### config.mk
export PLATFORM = sky130hd
export DESIGN_NAME = wb_gpio
export DESIGN_NICKNAME = d
export VERILOG_FILES = /design/src/rtl/wb_gpio_pkg.sv /design/src/rtl/gpio_sync_edge.sv /design/src/rtl/wb_gpio.sv
export SDC_FILE = /design/constraint.sdc
export NUM_CORES = 1
export LEC_CHECK = 0
export ABC_AREA = 0
export CAP_MARGIN = 20
export CORE_MARGIN = 4
export CORE_UTILIZATION = 27
export DETAILED_ROUTE_END_ITERATION = 8
export PLACE_DENSITY = 0.48
export SLEW_MARGIN = 15
export SYNTH_ARGS = -nofsm -noshare
export SYNTH_HDL_FRONTEND = slang
export SYNTH_SLANG_ARGS = --single-unit
### constraint.sdc
create_clock -name clk_i -period 3.7 [get_ports clk_i]
set_input_delay 0.74 -clock clk_i [delete_from_list [all_inputs] [get_ports clk_i]]
set_output_delay 0.74 -clock clk_i [all_outputs]
set_load 0.05 [all_outputs]
### src/rtl/wb_gpio_pkg.sv
// Shared definitions for the Wishbone GPIO block: register word offsets,
// bus request payload, handshake states and byte-lane mask expansion.
package wb_gpio_pkg;

  localparam int unsigned ADDR_BITS = 4;
  localparam int unsigned DATA_W    = 32;
  localparam int unsigned SEL_W     = DATA_W / 8;

  localparam logic [ADDR_BITS-1:0] ADDR_IN         = 4'h0;
  localparam logic [ADDR_BITS-1:0] ADDR_OUT        = 4'h1;
  localparam logic [ADDR_BITS-1:0] ADDR_OE         = 4'h2;
  localparam logic [ADDR_BITS-1:0] ADDR_OUT_SET    = 4'h3;
  localparam logic [ADDR_BITS-1:0] ADDR_OUT_CLR    = 4'h4;
  localparam logic [ADDR_BITS-1:0] ADDR_OUT_TGL    = 4'h5;
  localparam logic [ADDR_BITS-1:0] ADDR_RISE_EN    = 4'h6;
  localparam logic [ADDR_BITS-1:0] ADDR_FALL_EN    = 4'h7;
  localparam logic [ADDR_BITS-1:0] ADDR_IRQ_STATUS = 4'h8;

  typedef enum logic [0:0] {
    BUS_IDLE = 1'b0,
    BUS_ACK  = 1'b1
  } bus_state_e;

  typedef struct packed {
    logic                 we;
    logic [ADDR_BITS-1:0] idx;
    logic [DATA_W-1:0]    dat;
    logic [SEL_W-1:0]     sel;
  } wb_req_t;

  // Expand one enable bit per byte lane into a full-width bit mask.
  function automatic logic [DATA_W-1:0] lane_mask(input logic [SEL_W-1:0] sel);
    logic [DATA_W-1:0] m;
    m = '0;
    for (int unsigned i = 0; i < SEL_W; i++) begin
      m[i*8 +: 8] = {8{sel[i]}};
    end
    return m;
  endfunction

endpackage

### src/rtl/gpio_sync_edge.sv
// Multi-stage synchroniser for an asynchronous vector with one-cycle
// rising/falling edge pulses derived from the synchronised value.
module gpio_sync_edge #(
  parameter int unsigned WIDTH  = 32,
  parameter int unsigned STAGES = 2
) (
  input  logic             clk,
  input  logic             rst_n,
  input  logic [WIDTH-1:0] din,
  output logic [WIDTH-1:0] sync,
  output logic [WIDTH-1:0] rise,
  output logic [WIDTH-1:0] fall
);

  logic [STAGES-1:0][WIDTH-1:0] chain_q;
  logic [WIDTH-1:0]             prev_q;

  always_ff @(posedge clk or negedge rst_n) begin
    if (!rst_n) begin
      chain_q <= '0;
      prev_q  <= '0;
    end else begin
      chain_q <= {chain_q[STAGES-2:0], din};
      prev_q  <= chain_q[STAGES-1];
    end
  end

  assign sync = chain_q[STAGES-1];
  assign rise = sync & ~prev_q;
  assign fall = ~sync & prev_q;

endmodule

### src/rtl/wb_gpio.sv
// Wishbone B4 classic GPIO slave: direction, atomic output updates and
// sticky edge interrupts with write-1-to-clear status.
module wb_gpio
  import wb_gpio_pkg::*;
#(
  parameter int unsigned GPIO_WIDTH  = 32,
  parameter int unsigned SYNC_STAGES = 2
) (
  input  logic                  clk_i,
  input  logic                  rst_n_i,
  input  logic                  wb_cyc_i,
  input  logic                  wb_stb_i,
  input  logic                  wb_we_i,
  input  logic [31:0]           wb_adr_i,
  input  logic [31:0]           wb_dat_i,
  input  logic [3:0]            wb_sel_i,
  output logic [31:0]           wb_dat_o,
  output logic                  wb_ack_o,
  input  logic [GPIO_WIDTH-1:0] gpio_i,
  output logic [GPIO_WIDTH-1:0] gpio_o,
  output logic [GPIO_WIDTH-1:0] gpio_oe_o,
  output logic                  irq_o
);

  localparam int unsigned W = GPIO_WIDTH;

  bus_state_e       state_q, state_d;
  logic             commit_c;
  wb_req_t          req_c;
  logic             unused_c;
  logic [DATA_W-1:0] lane_c;
  logic [W-1:0]     mask_c, wdat_c, w1c_c;
  logic [W-1:0]     sync_c, rise_c, fall_c;
  logic [W-1:0]     out_q, oe_q, rise_en_q, fall_en_q, status_q;
  logic [W-1:0]     out_d, oe_d, rise_en_d, fall_en_d, status_d;
  logic [DATA_W-1:0] rdata_c, dat_q;
  logic             irq_q;

  assign req_c    = '{we: wb_we_i, idx: wb_adr_i[5:2], dat: wb_dat_i, sel: wb_sel_i};
  assign unused_c = ^{wb_adr_i[31:6], wb_adr_i[1:0]};
  assign lane_c   = lane_mask(req_c.sel);
  assign mask_c   = lane_c[W-1:0];
  assign wdat_c   = req_c.dat[W-1:0] & mask_c;

  gpio_sync_edge #(.WIDTH(W), .STAGES(SYNC_STAGES)) u_sync (
    .clk   (clk_i),
    .rst_n (rst_n_i),
    .din   (gpio_i),
    .sync  (sync_c),
    .rise  (rise_c),
    .fall  (fall_c)
  );

  always_ff @(posedge clk_i or negedge rst_n_i) begin
    if (!rst_n_i) state_q <= BUS_IDLE;
    else          state_q <= state_d;
  end

  always_comb begin
    state_d = state_q;
    case (state_q)
      BUS_IDLE: if (wb_cyc_i && wb_stb_i) state_d = BUS_ACK;
      BUS_ACK:  state_d = BUS_IDLE;
      default:  state_d = BUS_IDLE;
    endcase
  end

  // A request is accepted only from idle, so held strobes ack every other cycle.
  always_comb begin
    commit_c = 1'b0;
    if (state_q == BUS_IDLE && wb_cyc_i && wb_stb_i) commit_c = 1'b1;
  end

  // Register updates; edge sets are ORed in after the W1C so a set wins.
  always_comb begin
    out_d     = out_q;
    oe_d      = oe_q;
    rise_en_d = rise_en_q;
    fall_en_d = fall_en_q;
    w1c_c     = '0;
    if (commit_c && req_c.we) begin
      case (req_c.idx)
        ADDR_OUT:        out_d     = (out_q & ~mask_c) | wdat_c;
        ADDR_OE:         oe_d      = (oe_q & ~mask_c) | wdat_c;
        ADDR_OUT_SET:    out_d     = out_q | wdat_c;
        ADDR_OUT_CLR:    out_d     = out_q & ~wdat_c;
        ADDR_OUT_TGL:    out_d     = out_q ^ wdat_c;
        ADDR_RISE_EN:    rise_en_d = (rise_en_q & ~mask_c) | wdat_c;
        ADDR_FALL_EN:    fall_en_d = (fall_en_q & ~mask_c) | wdat_c;
        ADDR_IRQ_STATUS: w1c_c     = wdat_c;
        default: ;
      endcase
    end
    status_d = (status_q & ~w1c_c) | (rise_c & rise_en_q) | (fall_c & fall_en_q);
  end

  always_comb begin
    rdata_c = '0;
    case (req_c.idx)
      ADDR_IN:         rdata_c = DATA_W'(sync_c);
      ADDR_OUT:        rdata_c = DATA_W'(out_q);
      ADDR_OE:         rdata_c = DATA_W'(oe_q);
      ADDR_RISE_EN:    rdata_c = DATA_W'(rise_en_q);
      ADDR_FALL_EN:    rdata_c = DATA_W'(fall_en_q);
      ADDR_IRQ_STATUS: rdata_c = DATA_W'(status_q);
      default:         rdata_c = '0;
    endcase
  end

  always_ff @(posedge clk_i or negedge rst_n_i) begin
    if (!rst_n_i) begin
      out_q     <= '0;
      oe_q      <= '0;
      rise_en_q <= '0;
      fall_en_q <= '0;
      status_q  <= '0;
      irq_q     <= 1'b0;
      dat_q     <= '0;
    end else begin
      out_q     <= out_d;
      oe_q      <= oe_d;
      rise_en_q <= rise_en_d;
      fall_en_q <= fall_en_d;
      status_q  <= status_d;
      irq_q     <= |status_d;
      if (commit_c) dat_q <= rdata_c;
    end
  end

  assign wb_ack_o  = (state_q == BUS_ACK);
  assign wb_dat_o  = dat_q;
  assign gpio_o    = out_q;
  assign gpio_oe_o = oe_q;
  assign irq_o     = irq_q;

endmodule

==> results.cfg <==
[run_status]
status = finished, final reports clean

[timing]
worst_slack_ns = 0.7230
period_needed_ns = 2.977
whs_ns = 0.2855
report.final.setup_viol = 0
finalCritPeriodShare = 0.8046
maxSlewViolCount = 0
fmax_mhz = 335.9
tightest_slew_ns = 0.9664
relSlewSlack = 0.3542
setup_tns_ns = 0
rsz0062_at_grt = no
clock_skew_ns = 0.01070
final-hold-violation-count = 0

[logic_synthesis]
synth_common_cells = 290 x dfrtp_1, 179 x nand2_1, 96 x mux2_2
synthDistinctLibCells = 36
synthTopCellsByArea = dfrtp_1 58%, mux2_2 8.7%, nand2_1 5.4%
synth_top_area_cell = dfrtp_1
yosysSeqAreaShare = 0.5832
synthesis.nets = 1186
synth_seq_cells = 290
syn_area_per_cell_um2 = 11.86
synth_warnings = 0
ys.flop_type = dfrtp_1
synth.most_common_cell = dfrtp_1
syn_area_um2 = 12440
synth_edf_count = 0
async_reset_ff_frac = 1.000
synth_top_area_share = 0.5832
syn_inst = 1049

[setup_path]
rr_startpoint = wb_ack_o
worst-r2r-setup-slack_ns = 1.08
worstPathArrival_ns = 3.38
start_kind = primary input
ff2ff_path_depth = 5
endpoint_kind = register
crit_type = primary input to register
cp_max_fo = 25
required_ns = 4.10

[route]
drc = 0
vias = 9207
first_pass_iters = 5
routed_wl_mm = 39.42
wl_per_cell_um = 21.07
viasPerCell = 4.921
ant_nets = 0
drt_first_iter_violations = 680

[clock_tree]
clk_latency_ns = 0.54
clock-sinks = 290
holdBufCountCts = 0
post_cts.repair.setup_buffers = 0
tritoncts = yes
htree_levels = 2
cts_resized = 0
cts-root-buf = clkbuf_16
clock_path_buffers = 3
cts_made_buffers = 36
path_clk_slew_ns = 0.06

[pwr]
p_leak_nw = 7.017
max-vdd-ir-drop_uv = 272.7
power_density_nw_per_um2 = 533.1

[grt]
grt_overflow = 0
grt_pass1_wl_mm = 61.17
grt_pass1_vias = 9885
antenna_found_initial = 0
grt_max_degree = 103
grt.total_usage = 0.1593

[layout]
nNetsFinal = 1384
layout-drive-gt1-share = 0.1605
final_area_um2 = 16320
area_growth_pct = 31.15
antennaDiodeCount = 0
utilization = 0.3588

[place]
port_buffers = 174
dpl_cell_area_um2 = 15080
gp_congestion = 0.7580
dp_hpwl_mm = 26.22
place_ws_ns = 0.1581

[floorplan]
rows = 78
pin_count = 203
start_util = 0.2736
die_y_um = 222.7
dieWidth_um = 222.7
core_area_um2 = 45480
die_area_um2 = 49580

[hold_path]
hold_path_class = primary input to async pin

[flow_run]
cap_violations = 0
-- worst max path at each step --
stage                     slack [ns]  cells past startpoint           end        start
after detailed placement        0.16                      9  wb_dat_o[29]  wb_adr_i[4]
after global routing            0.55                      9  wb_dat_o[29]  wb_adr_i[4]
final                           0.72                      8         irq_o  wb_adr_i[3]
after CTS                       0.75                      6      register  wb_adr_i[4]
after floorplan                 1.09                      9         irq_o  wb_adr_i[3]
after global placement          0.19                      9  wb_dat_o[29]  wb_adr_i[4]
-- per-layer routing --
metal,share of wire,up-vias,routed length (µm),global-route usage
li1,-,4256,-,-
met3,0.046,75,1811,0.03409
met1,0.48,4651,18770,0.2224
met4,0.031,0,1206,0.05707
met5,0,-,0,0
met2,0.45,225,17630,0.2453
-- layout make-up --
class / count / area, µm²
sequential: 290 / 7257
clock inverter: 14 / 203.9
tap: 600 / 750.7
timing repair buffer: 211 / 2057
fill: 4535 / 29160
clock buffer: 48 / 1037
inverter: 36 / 135.1
multi-input combinational: 672 / 4878
-- cells by family after synthesis --
group,after synthesis,share of synthesized area
adders and majority gates,32,0.03218
DFF,290,0.5832
AOI/OAI and AO/OA,251,0.1432
muxes,129,0.1134
and+or+nand+nor,260,0.09894
buffers and inverters,87,0.02906
-- worst max-delay path, stage by stage --
cell and delay (ns):
clkdlybuf4s50_1 0.51, or4b_1 0.62, buf_12 0.22, o31ai_1 0.25
o211ai_1 0.18, nor4_1 0.40, and3_1 0.34, nand4_1 0.11
-- cell usage in the layout, fill, tap and decap left out, drive strengths merged, types with 6 or more instances in the layout --
cell type and count:
a22o 32, mux2 96, nor4 6, o21ai 77, dfrtp 290, clkdlybuf4s50 172
clkinv 6, buf 39, nand3b 40, a221oi 32, o211ai 23, clkbuf 48
mux2i 33, o31ai 17, nand2 179, nor2 7, inv 37, ha 32
a22oi 64, nand4 9
-- report_power, final --
part / total (mW) / internal [mW] / switching, mW
clock network: 3.70 / 2.31 / 1.39
registers: 3.63 / 3.41 / 0.222
logic: 1.37 / 0.529 / 0.841
total: 8.70 / 6.25 / 2.45
-- stage by stage --
step,power (mW),std cells
2_1_floorplan,4.434,1049
3_3_place_gp,5.044,1809
3_5_place_dp,5.072,1809
4_1_cts,8.840,1871
5_1_grt,9.106,1871
6_report,8.700,1871
Note: power is estimated with default switching activity, not from simulation.
